## config.mk

```make
export PLATFORM = sky130hd
export DESIGN_NAME = usb_data_buffer
export DESIGN_NICKNAME = d
export VERILOG_FILES = /design/src/rtl/usb_data_buffer.sv
export SDC_FILE = /design/constraint.sdc
export NUM_CORES = 1
export LEC_CHECK = 0
export CORE_ASPECT_RATIO = 1.5
export CORE_MARGIN = 2
export CORE_UTILIZATION = 51
export DETAILED_ROUTE_END_ITERATION = 8
export PLACE_DENSITY = 0.65
export SLEW_MARGIN = 20
export SYNTH_ARGS = -nofsm -noshare
export SYNTH_HDL_FRONTEND = slang
export SYNTH_SLANG_ARGS = --single-unit
```

## constraint.sdc

```tcl
create_clock -name clk -period 3.7 [get_ports clk]
set_input_delay 0.74 -clock clk [delete_from_list [all_inputs] [get_ports clk]]
set_output_delay 0.74 -clock clk [all_outputs]
set_load 0.01 [all_outputs]
```

## src/rtl/usb_data_buffer.sv

```systemverilog
`default_nettype none
`timescale 1ns/1ps
// ============================================================================
// Module      : usb_data_buffer
// Description : 64-byte first-word-fall-through byte FIFO shared between the
//               AHB-Lite slave and the USB transmitter/receiver.
// Revision    : 1.0 - initial release
// ============================================================================
module usb_data_buffer #(
    parameter int DEPTH = 64
) (
    input  logic       clk,
    input  logic       n_rst,
    input  logic       clear,
    input  logic       store_tx_data,
    input  logic [7:0] tx_data,
    input  logic       get_rx_data,
    output logic [7:0] rx_data,
    input  logic       store_rx_packet_data,
    input  logic [7:0] rx_packet_data,
    input  logic       get_tx_packet_data,
    output logic [7:0] tx_packet_data,
    output logic [6:0] buffer_occupancy
);

    localparam int         c_AW   = $clog2(DEPTH);
    localparam logic [6:0] c_FULL = 7'(DEPTH);

    logic [7:0]      r_mem [DEPTH];
    logic [c_AW-1:0] r_wptr;
    logic [c_AW-1:0] r_rptr;
    logic [6:0]      r_count;

    logic            w_push_req;
    logic            w_pop_req;
    logic            w_pop_ok;
    logic            w_push_ok;
    logic            w_empty;
    logic [7:0]      w_wdata;
    logic [7:0]      w_head;

    assign w_empty    = (r_count == 7'd0);
    assign w_push_req = store_tx_data | store_rx_packet_data;
    assign w_pop_req  = get_rx_data | get_tx_packet_data;

    // A same-cycle push never makes an empty FIFO poppable, but a same-cycle
    // pop does free a slot for a push into a full FIFO.
    assign w_pop_ok   = w_pop_req & ~w_empty;
    assign w_push_ok  = w_push_req & ((r_count != c_FULL) | w_pop_ok);

    // Receiver byte wins when both producers strobe together.
    assign w_wdata    = store_rx_packet_data ? rx_packet_data : tx_data;

    assign w_head         = w_empty ? 8'h00 : r_mem[r_rptr];
    assign rx_data        = w_head;
    assign tx_packet_data = w_head;
    assign buffer_occupancy = r_count;

    always_ff @(posedge clk or negedge n_rst) begin
        if (!n_rst) begin
            r_wptr  <= '0;
            r_rptr  <= '0;
            r_count <= 7'd0;
        end else if (clear) begin
            r_wptr  <= '0;
            r_rptr  <= '0;
            r_count <= 7'd0;
        end else begin
            if (w_push_ok) begin
                r_wptr <= r_wptr + 1'b1;
            end
            if (w_pop_ok) begin
                r_rptr <= r_rptr + 1'b1;
            end
            if (w_push_ok && !w_pop_ok) begin
                r_count <= r_count + 7'd1;
            end else if (w_pop_ok && !w_push_ok) begin
                r_count <= r_count - 7'd1;
            end
        end
    end

    // Clear leaves stored bytes in place; only reset scrubs them.
    always_ff @(posedge clk or negedge n_rst) begin
        if (!n_rst) begin
            for (int i = 0; i < DEPTH; i++) begin
                r_mem[i] <= 8'h00;
            end
        end else if (!clear && w_push_ok) begin
            r_mem[r_wptr] <= w_wdata;
        end
    end

endmodule
`default_nettype wire
```

* Word-level counts from Yosys, hierarchy flattened *
Cells that the tools add are included.

word-level totals
  flip-flop bits (word level) = 531
  bits in latches = 0
  RAM bits = 0
  ROM bits = 0
  bits of input ports = 23
  output and inout bits = 23
  word-level logic and storage cells = 109
  memories kept = 0

cells by class
  add/subtract/negate cells = 4
  multipliers = 0
  div/mod/pow operators = 0
  magnitude comparators = 3
  equality and inequality tests = 1
  shift operators = 0
  mux-type cells = 15
  bitwise logic cells = 8
  reductions and logical operators = 11

operator list
  kind                   count
  $bwmux W512            1
  $bmux W8 S6            1
  $demux W8 S6           1
  $mux W8                5
  $mux W6                4
  $mux W7                3
  $ge A7 B7 Y1 const B   2
  $not A6 Y7             2
  $add A6 B1 Y6 const B  2
  $add A7 B1 Y7 const B  1
  $logic_not A7 Y1       1
  $lt A7 B1 Y1 const B   1
  $ne A7 B7 Y1 const B   1
  $sub A7 B1 Y7 const B  1
  $logic_and A1 B1 Y1    4
  $reduce_bool A2 Y1     2
  $logic_not A1 Y1       3
  $or A1 B1 Y1           3
  $reduce_bool A3 Y1     1
  $and A1 B1 Y1          2
  $not A1 Y1             1

* Logic depth before layout (Yosys ltp) *
  depth in word-level cells = 10
  depth in mapped cells = 12
  mapped depth without buffers = 11

* Worst setup path after synthesis *
No wires, ideal clock.

  kind = register to output
  start = register r_rptr[0]
  end = output port tx_packet_data[4]
  arrival = 2224 ps
  required time = 2960 ps
  setup slack = 736 ps
  stages on the path, launching flop included = 11
  path buffers = 5
  cell sequence = dfrtp_1 > buf_2 > buf_4 > buf_2 > buf_2 > mux2i_1 > o22ai_1 > a211oi_1 > nand2_1 > a22o_1 > buf_4

on the way
  word-level cells in the longest chain between the ends = 5

ends and longest elaborated chain
  element                                      line  text
  from (decl)                                  31    logic [c_AW-1:0] r_rptr;
  from (signal assigned)                       73    r_rptr <= r_rptr + 1'b1;
  $not A6 Y7 (implied by the code)             54    assign w_head = w_empty ? 8'h00 : r_mem[r_rptr];
  $bmux W8 S6                                  54
  $mux W8 (implied by the code) (2 in series)  54
  $mux W8                                      54
  to (decl)                                    22    output logic [7:0] tx_packet_data,

Every way passes these cells. The select of a mux whose other input is x is not followed.

* Worst setup path in the final report *
  start = register r_rptr[0]
  end = output port rx_data[6]

on the way
  word-level cells in the longest chain between the ends = 5

ends and longest elaborated chain
  element                                      line  text
  $not A6 Y7 (implied by the code)             54
  $bmux W8 S6                                  54
  $mux W8 (implied by the code) (2 in series)  54
  $mux W8                                      54
  to (decl)                                    18    output logic [7:0] rx_data,

Every way passes these cells. The select of a mux whose other input is x is not followed.

==> flow_metrics.py <==
metrics = {
    "layout": {
        "post-route-util_pct": 59.5,
        "fin_nets": 2297,
        "final_cell_mix": "dfrtp_1, nand2_1, o21ai_0",
        "final_common_cell": "dfrtp_1",
        "multiInputGateArea_mm2": 0.00989,
        "drive_gt1_share_pct": 16.7,
        "antennaDiodeCount": 0,
        "seq_area_mm2": 0.0133,
        "area_growth_pct": 15.0,
        "fillers": 3770,
    },
    "global_route": {
        "grt_pass1_wl_um": 101000,
        "grt_antenna_before_repair": 0,
        "track_usage_pct": 27.0,
        "overflow": 0,
        "grt_pass1_vias": 17600,
        "grt_max_degree": 83,
    },
    "logic_synthesis": {
        "yosysWarnings": 0,
        "synth_nets": 2284,
        "avgSynthCellArea_um2": 10.6,
        "syn_area_mm2": 0.0238,
        "syn-instance-count": 2252,
        "synth_edf_count": 0,
        "ys_ff_latch": 531,
        "async_flop_share_pct": 100,
        "synth-main-ff-cell": "dfrtp_1",
        "ys_types": 52,
        "yosysSeqAreaShare_pct": 55.9,
    },
    "sta": {
        "finalClockSkew_ns": 0.0133,
        "holdWs_ns": 0.193,
        "hold_violations": 0,
        "worst_slew_margin_rel_pct": 35.2,
        "worst_slew_pin_slew_ns": 0.972,
        "setup_viol": 2,
        "fmax_ghz": 0.268,
        "setup_ws_ns": -0.0329,
        "period_share_pct": 101,
        "drv_slew": 0,
        "rsz0062_at_grt": "true",
        "post-route-min-period_ns": 3.73,
    },
    "critical_path": {
        "cp.arrival_ns": 2.99,
        "critPathLaunch": "r_rptr[0]$_DFFE_PN0P_",
        "r2r_setup_slack_ns": 0.64,
        "critPathCaptureType": "output port",
        "reg2reg_to": "buffer_occupancy[6]$_DFFE_PN0P_",
        "critPathMaxFanout": 8,
        "critical_path_required_ns": 2.96,
        "critPathCapture": "rx_data[6]",
        "critical_path_class": "flip-flop to output port",
        "reg2reg_depth": 10,
        "reg2reg_from": "buffer_occupancy[1]$_DFFE_PN0P_",
        "worstSetupStartpointType": "flip-flop",
    },
    "drt": {
        "met3_length_um": 2960,
        "vias": 17200,
        "antenna_left": 0,
        "drtIter0Drc": 1513,
        "first_pass_iters": 5,
        "top_layer": "met4",
        "vias_per_cell": 5.94,
        "met2_length_um": 32400,
        "wire_per_inst_um": 22.0,
        "drcViolationCount": 0,
        "wl_met1_um": 26100,
        "wirelength_um": 63600,
    },
    "placement": {
        "gp_congestion": 0.875,
        "io_buffers": 45,
        "post-dp-hpwl_um": 40900,
    },
    "clock_tree": {
        "cts_made_buffers": 49,
        "clk_pin_slew_worst_paths_ns": 0.07,
        "insertion_delay_ns": 0.58,
        "clock_sinks": 531,
        "htree_num_levels": 2,
        "clock_path_buffers": 3,
        "clockRootBuffer": "clkbuf_16",
        "cts_tree": "built",
    },
    "power": {
        "seqPwrFrac_pct": 40.8,
        "ir_drop_mv": 0.424,
        "power_switching_mw": 4.57,
        "power_frac_comb_pct": 25.3,
        "pwr-share-clk_pct": 33.9,
        "p_leak_nw": 11.9,
        "switching_share_pct": 29.3,
        "powerDensity_mw_per_mm2": 572,
        "p_int_mw": 11.1,
    },
    "status": {
        "violations": "setup timing",
        "status": "finished with violations",
    },
    "floorplanning": {
        "num_io_pins": 46,
        "die_x_um": 180,
        "core_area_mm2": 0.0459,
        "rows": 96,
        "die_h_um": 268,
        "die_area_mm2": 0.0484,
        "start_util_pct": 51.8,
    },
    "flow_run": {
        "drv_cap": 0,
    },
    "min_path": {
        "hold_class": "primary input to async pin",
    },
}
## logic make-up (layout without fill, tap and decap cells)
family | Yosys count | after routing | synth area share (%)
AO/OA/AOI/OAI | 651 | 651 | 14.9
XOR/XNOR | 13 | 13 | 0.479
adder cells (fa/ha/maj) | 9 | 9 | 0.505
buffers and inverters | 202 | 255 | 4.06
flip-flops | 531 | 531 | 55.9
multiplexers | 170 | 170 | 12.2
AND/OR/NAND/NOR | 676 | 676 | 11.9
## power by group through the flow
stage / combinational, mW / sequential [mW] / clock (mW)
CTS: 4.00 / 6.37 / 5.37
global route: 4.22 / 6.40 / 5.60
finish: 3.96 / 6.37 / 5.29
global placement: 3.57 / 6.46 / 0
detailed placement: 3.62 / 6.48 / 0
floorplan: 2.28 / 6.37 / 0
## per-layer routing
layer | global-route usage (%) | up-vias
met5 | 0 | -
met4 | 9.44 | 0
met3 | 3.23 | 129
met2 | 46.9 | 462
met1 | 35.3 | 8702
li1 | - | 7884
## flip-flops by register name, summed over array words and instances, names as in the netlist
signal            flops
r_rptr                6
r_mem               512
r_wptr                6
buffer_occupancy      7
## Yosys cell counts, types with 2 or more instances
master | instances | area, um^2
a211oi_1 | 17 | 128
a21o_1 | 4 | 30.0
a21oi_1 | 243 | 1220
a22o_1 | 8 | 70.1
a22oi_1 | 31 | 233
and2_1 | 15 | 93.8
and3_1 | 4 | 25.0
and3b_1 | 2 | 17.5
buf_1 | 3 | 11.3
buf_2 | 47 | 235
buf_4 | 33 | 248
clkbuf_1 | 114 | 428
dfrtp_1 | 531 | 13300
ha_1 | 8 | 100
inv_1 | 2 | 7.51
mux2i_1 | 73 | 731
mux4_2 | 96 | 2160
nand2_1 | 359 | 1350
nand2b_1 | 5 | 31.3
nand3_1 | 19 | 95.1
nand3b_1 | 2 | 15.0
nand4_1 | 3 | 18.8
nor2_1 | 230 | 863
nor2b_1 | 7 | 43.8
nor3_1 | 13 | 65.1
nor3_2 | 3 | 30.0
nor3b_1 | 2 | 15.0
nor4_4 | 5 | 106
o21ai_0 | 306 | 1530
o221ai_1 | 16 | 140
o22ai_1 | 16 | 100
o31ai_1 | 4 | 30.0
xnor2_1 | 5 | 43.8
xor2_1 | 8 | 70.1
## worst min-delay path by stage
stage,startpoint,endpoint,depth (start not counted),slack (ns)
final,n_rst,r_mem[348]$_DFFE_PN0P_,1,0.19
after floorplan,n_rst,buffer_occupancy[0]$_DFFE_PN0P_,0,0.44
after detailed placement,r_mem[1]$_DFFE_PN0P_,r_mem[1]$_DFFE_PN0P_,2,0.47
after global routing,n_rst,r_mem[348]$_DFFE_PN0P_,1,0.25
after CTS,n_rst,r_mem[348]$_DFFE_PN0P_,1,0.22
after global placement,r_mem[483]$_DFFE_PN0P_,r_mem[483]$_DFFE_PN0P_,2,0.46
## worst max-delay path: stages (launching register included)
cell and delay [ns]:
dfrtp_4 0.54, buf_4 0.16, bufbuf_16 0.27, buf_4 0.16, mux2i_2 0.24, o22ai_2 0.12, a211oi_4 0.26, a21oi_1 0.10
a22o_1 0.29, clkdlybuf4s15_1 0.25
## timing repair
item,CTS,global route
gates cloned,3,0
gates resized for setup,84,28
pin swaps,16,12
setup buffers,18,0
hold buffers,0,0
setup endpoints to repair,16,16
## cell type report
class                           count  share of cell area (%)
Clock inverter                      9                   0.554
Sequential cell                   531                    48.7
Tap cell                          588                    2.69
Multi-Input combinational cell   1519                    36.2
Timing Repair Buffer              161                    6.22
Inverter                            3                  0.0412
Clock buffer                       82                    5.61
## metrics by stage
| step | std cells | setup TNS [ns] | area, um^2 | setup WS (ns) | total power, mW |
|---|---|---|---|---|---|
| global placement | 2781 | 0 | 25100 | 0.192 | 10.0 |
| floorplan | 2252 | 0 | 23800 | 0.736 | 8.65 |
| detailed placement | 2781 | 0 | 25100 | 0.0943 | 10.1 |
| finish | 2893 | -0.0619 | 27300 | -0.0329 | 15.6 |
| global route | 2893 | -0.101 | 27300 | -0.0532 | 16.2 |
| CTS | 2893 | -0.189 | 27300 | -0.0481 | 15.7 |
(Power assumes the default switching activity.)
==> RTL change (same flow settings) <==
Set the parameter `DEPTH` to 32 (it was 64).
--- a/src/rtl/usb_data_buffer.sv
+++ b/src/rtl/usb_data_buffer.sv
@@ -7,7 +7,7 @@
 // Revision    : 1.0 - initial release
 // ============================================================================
 module usb_data_buffer #(
-    parameter int DEPTH = 64
+    parameter int DEPTH = 32
 ) (
     input  logic       clk,
     input  logic       n_rst,
Check against the original RTL: same outputs for any inputs over 4 cycles, from zero or initial values and one cycle with n_rst low; that may be too few to reach the edited logic, so the function may still have changed.
==> RTL change against the unedited design <==
Area after synthesis down 46%. Wire length is 51% lower. Sequential power shrank 44%. Total power decreased by 43%. Die area shrank 46%. Clock power is 49% lower. Worst setup slack better by 0.046 ns. Global-route usage is 2.0 points lower. Sequential cell count fell by 258. Hold slack improved by 0.037 ns. Design area is 47% lower.
==> RTL change: results (changes against the unedited design) <==
GLOBAL ROUTE
--------------------------------------------------------------------------------
Tot GR Track Use                                                           25.0%   was 27.0%
First-pass GRT wire length                                               50.8 mm   was 101 mm
Number of global-route vias before repair                                  9,102   was 17,600
Met1 routing resource usage after global routing                           31.6%   was 35.3%
GR met3 Demand/Resource                                                    3.02%   was 3.23%
Largest net degree at the start of global routing                             96   was 83
Routing usage on met2                                                      45.4%   was 46.9%

ROUTE
--------------------------------------------------------------------------------
Via/cell ratio                                                              5.76   was 5.94
Iteration-0 DRC count of the detailed router                                 608   was 1,513
Met1 wire length                                                         12.8 mm   was 26.1 mm
Metal2 WL                                                                16.8 mm   was 32.4 mm

YOSYS
--------------------------------------------------------------------------------
Share of synthesized area spent on multiplexers                            14.1%   was 12.2%
Xor/xnor share of the synthesized area                                    0.618%   was 0.479%
Proportion of synthesized chip area in sequential cells                    53.5%   was 55.9%
Syn Inst Count                                                             1,163   was 2,252
Top post-synthesis cells by area                                    dfrtp_1, mux4_2, a21oi_1, nor2_1, o21ai_0   was dfrtp_1, mux4_2, o21ai_0, nand2_1, a21oi_1
Cell types with the highest counts after synthesis                  dfrtp_1, nor2_1, a21oi_1, nand2_1, o21ai_0   was dfrtp_1, nand2_1, o21ai_0, a21oi_1, nor2_1
Share of the synthesized area in compound gates (AO/OA/AOI/OAI)            12.6%   was 14.9%

CTS
--------------------------------------------------------------------------------
H-tree depth                                                                   1   was 2

SETUP PATH
--------------------------------------------------------------------------------
CP delay by family, top                                             multiplexers   was buffers and inverters
Maximum fanout along the worst path                                            6   was 8

POWER AND IR DROP
--------------------------------------------------------------------------------
Leak                                                                     6.41 nW   was 11.9 nW
Largest vdd supply drop                                                   391 uV   was 424 uV

PLACEMENT
--------------------------------------------------------------------------------
Routability congestion estimate from global placement                      0.804   was 0.875
Post-DP HPWL                                                             20.4 mm   was 40.9 mm

TIMING
--------------------------------------------------------------------------------
Tightest slew margin relative to the limit                                 48.0%   was 35.2%
Clock Skews                                                           0.00822 ns   was 0.0133 ns

LAYOUT
--------------------------------------------------------------------------------
Fraction of final layout cells with drive strength greater than 1          17.8%   was 16.7%

STATUS
--------------------------------------------------------------------------------
Result of the run                                                   finished clean   was finished with violations

==> RTL change: final timing paths <==
kind / from / to / slack, ns / cells after the start
worst max-delay path: r_rptr[0] / tx_packet_data[6] / 0.01 / 7
worst min-delay path: n_rst / buffer_occupancy[1] / 0.23 / 1
worst max register to register: buffer_occupancy[5] / buffer_occupancy[6] / 0.52 / 10
worst min register to register: r_mem[233] / r_mem[233] / 0.47 / 2
max in group asynchronous: n_rst / r_rptr[0] / 2.45 / 2
min in group clk: r_mem[233] / r_mem[233] / 0.47 / 2
==> RTL change: what timing repair did <==
action                     4_1_cts  5_1_grt
gates cloned                     2        0
gates resized for setup         22       11
pin swaps                        2        1
buffers inserted                 4        3
setup endpoints to repair       16       11
==> RTL change: cell type report <==
class                           instances  area (sq um)
Inverter                                5          18.8
Fill cell                            2049         10000
Timing Repair Buffer                   94           936
Clock inverter                         10           105
Multi-Input combinational cell        782          5460
Clock buffer                           37           753
Sequential cell                       273          6840
Tap cell                              324           405
==> RTL change: worst reg2reg max path: stages, from the launching register on <==
cell and delay [ns]:
dfrtp_1 0.50, nor3_1 0.32, nand2_2 0.26, o21bai_1 0.35, inv_1 0.20, ha_1 0.36, nor2b_1 0.17, o31ai_1 0.27
a21oi_1 0.14, mux2i_1 0.17, mux2_2 0.34
==> RTL change: per-stage QoR <==
stage / instances / power (mW) / area, sq um / worst slack [ns] / TNS (ns)
2_1_floorplan: 1163 / 5.28 / 12800 / 0.592 / 0
3_3_place_gp: 1469 / 6.22 / 13500 / 0.133 / 0
3_5_place_dp: 1469 / 6.26 / 13500 / 0.104 / 0
4_1_cts: 1522 / 9.00 / 14500 / -0.103 / -0.167
5_1_grt: 1525 / 9.40 / 14500 / -0.0255 / -0.134
6_report: 1525 / 8.98 / 14500 / 0.0133 / 0
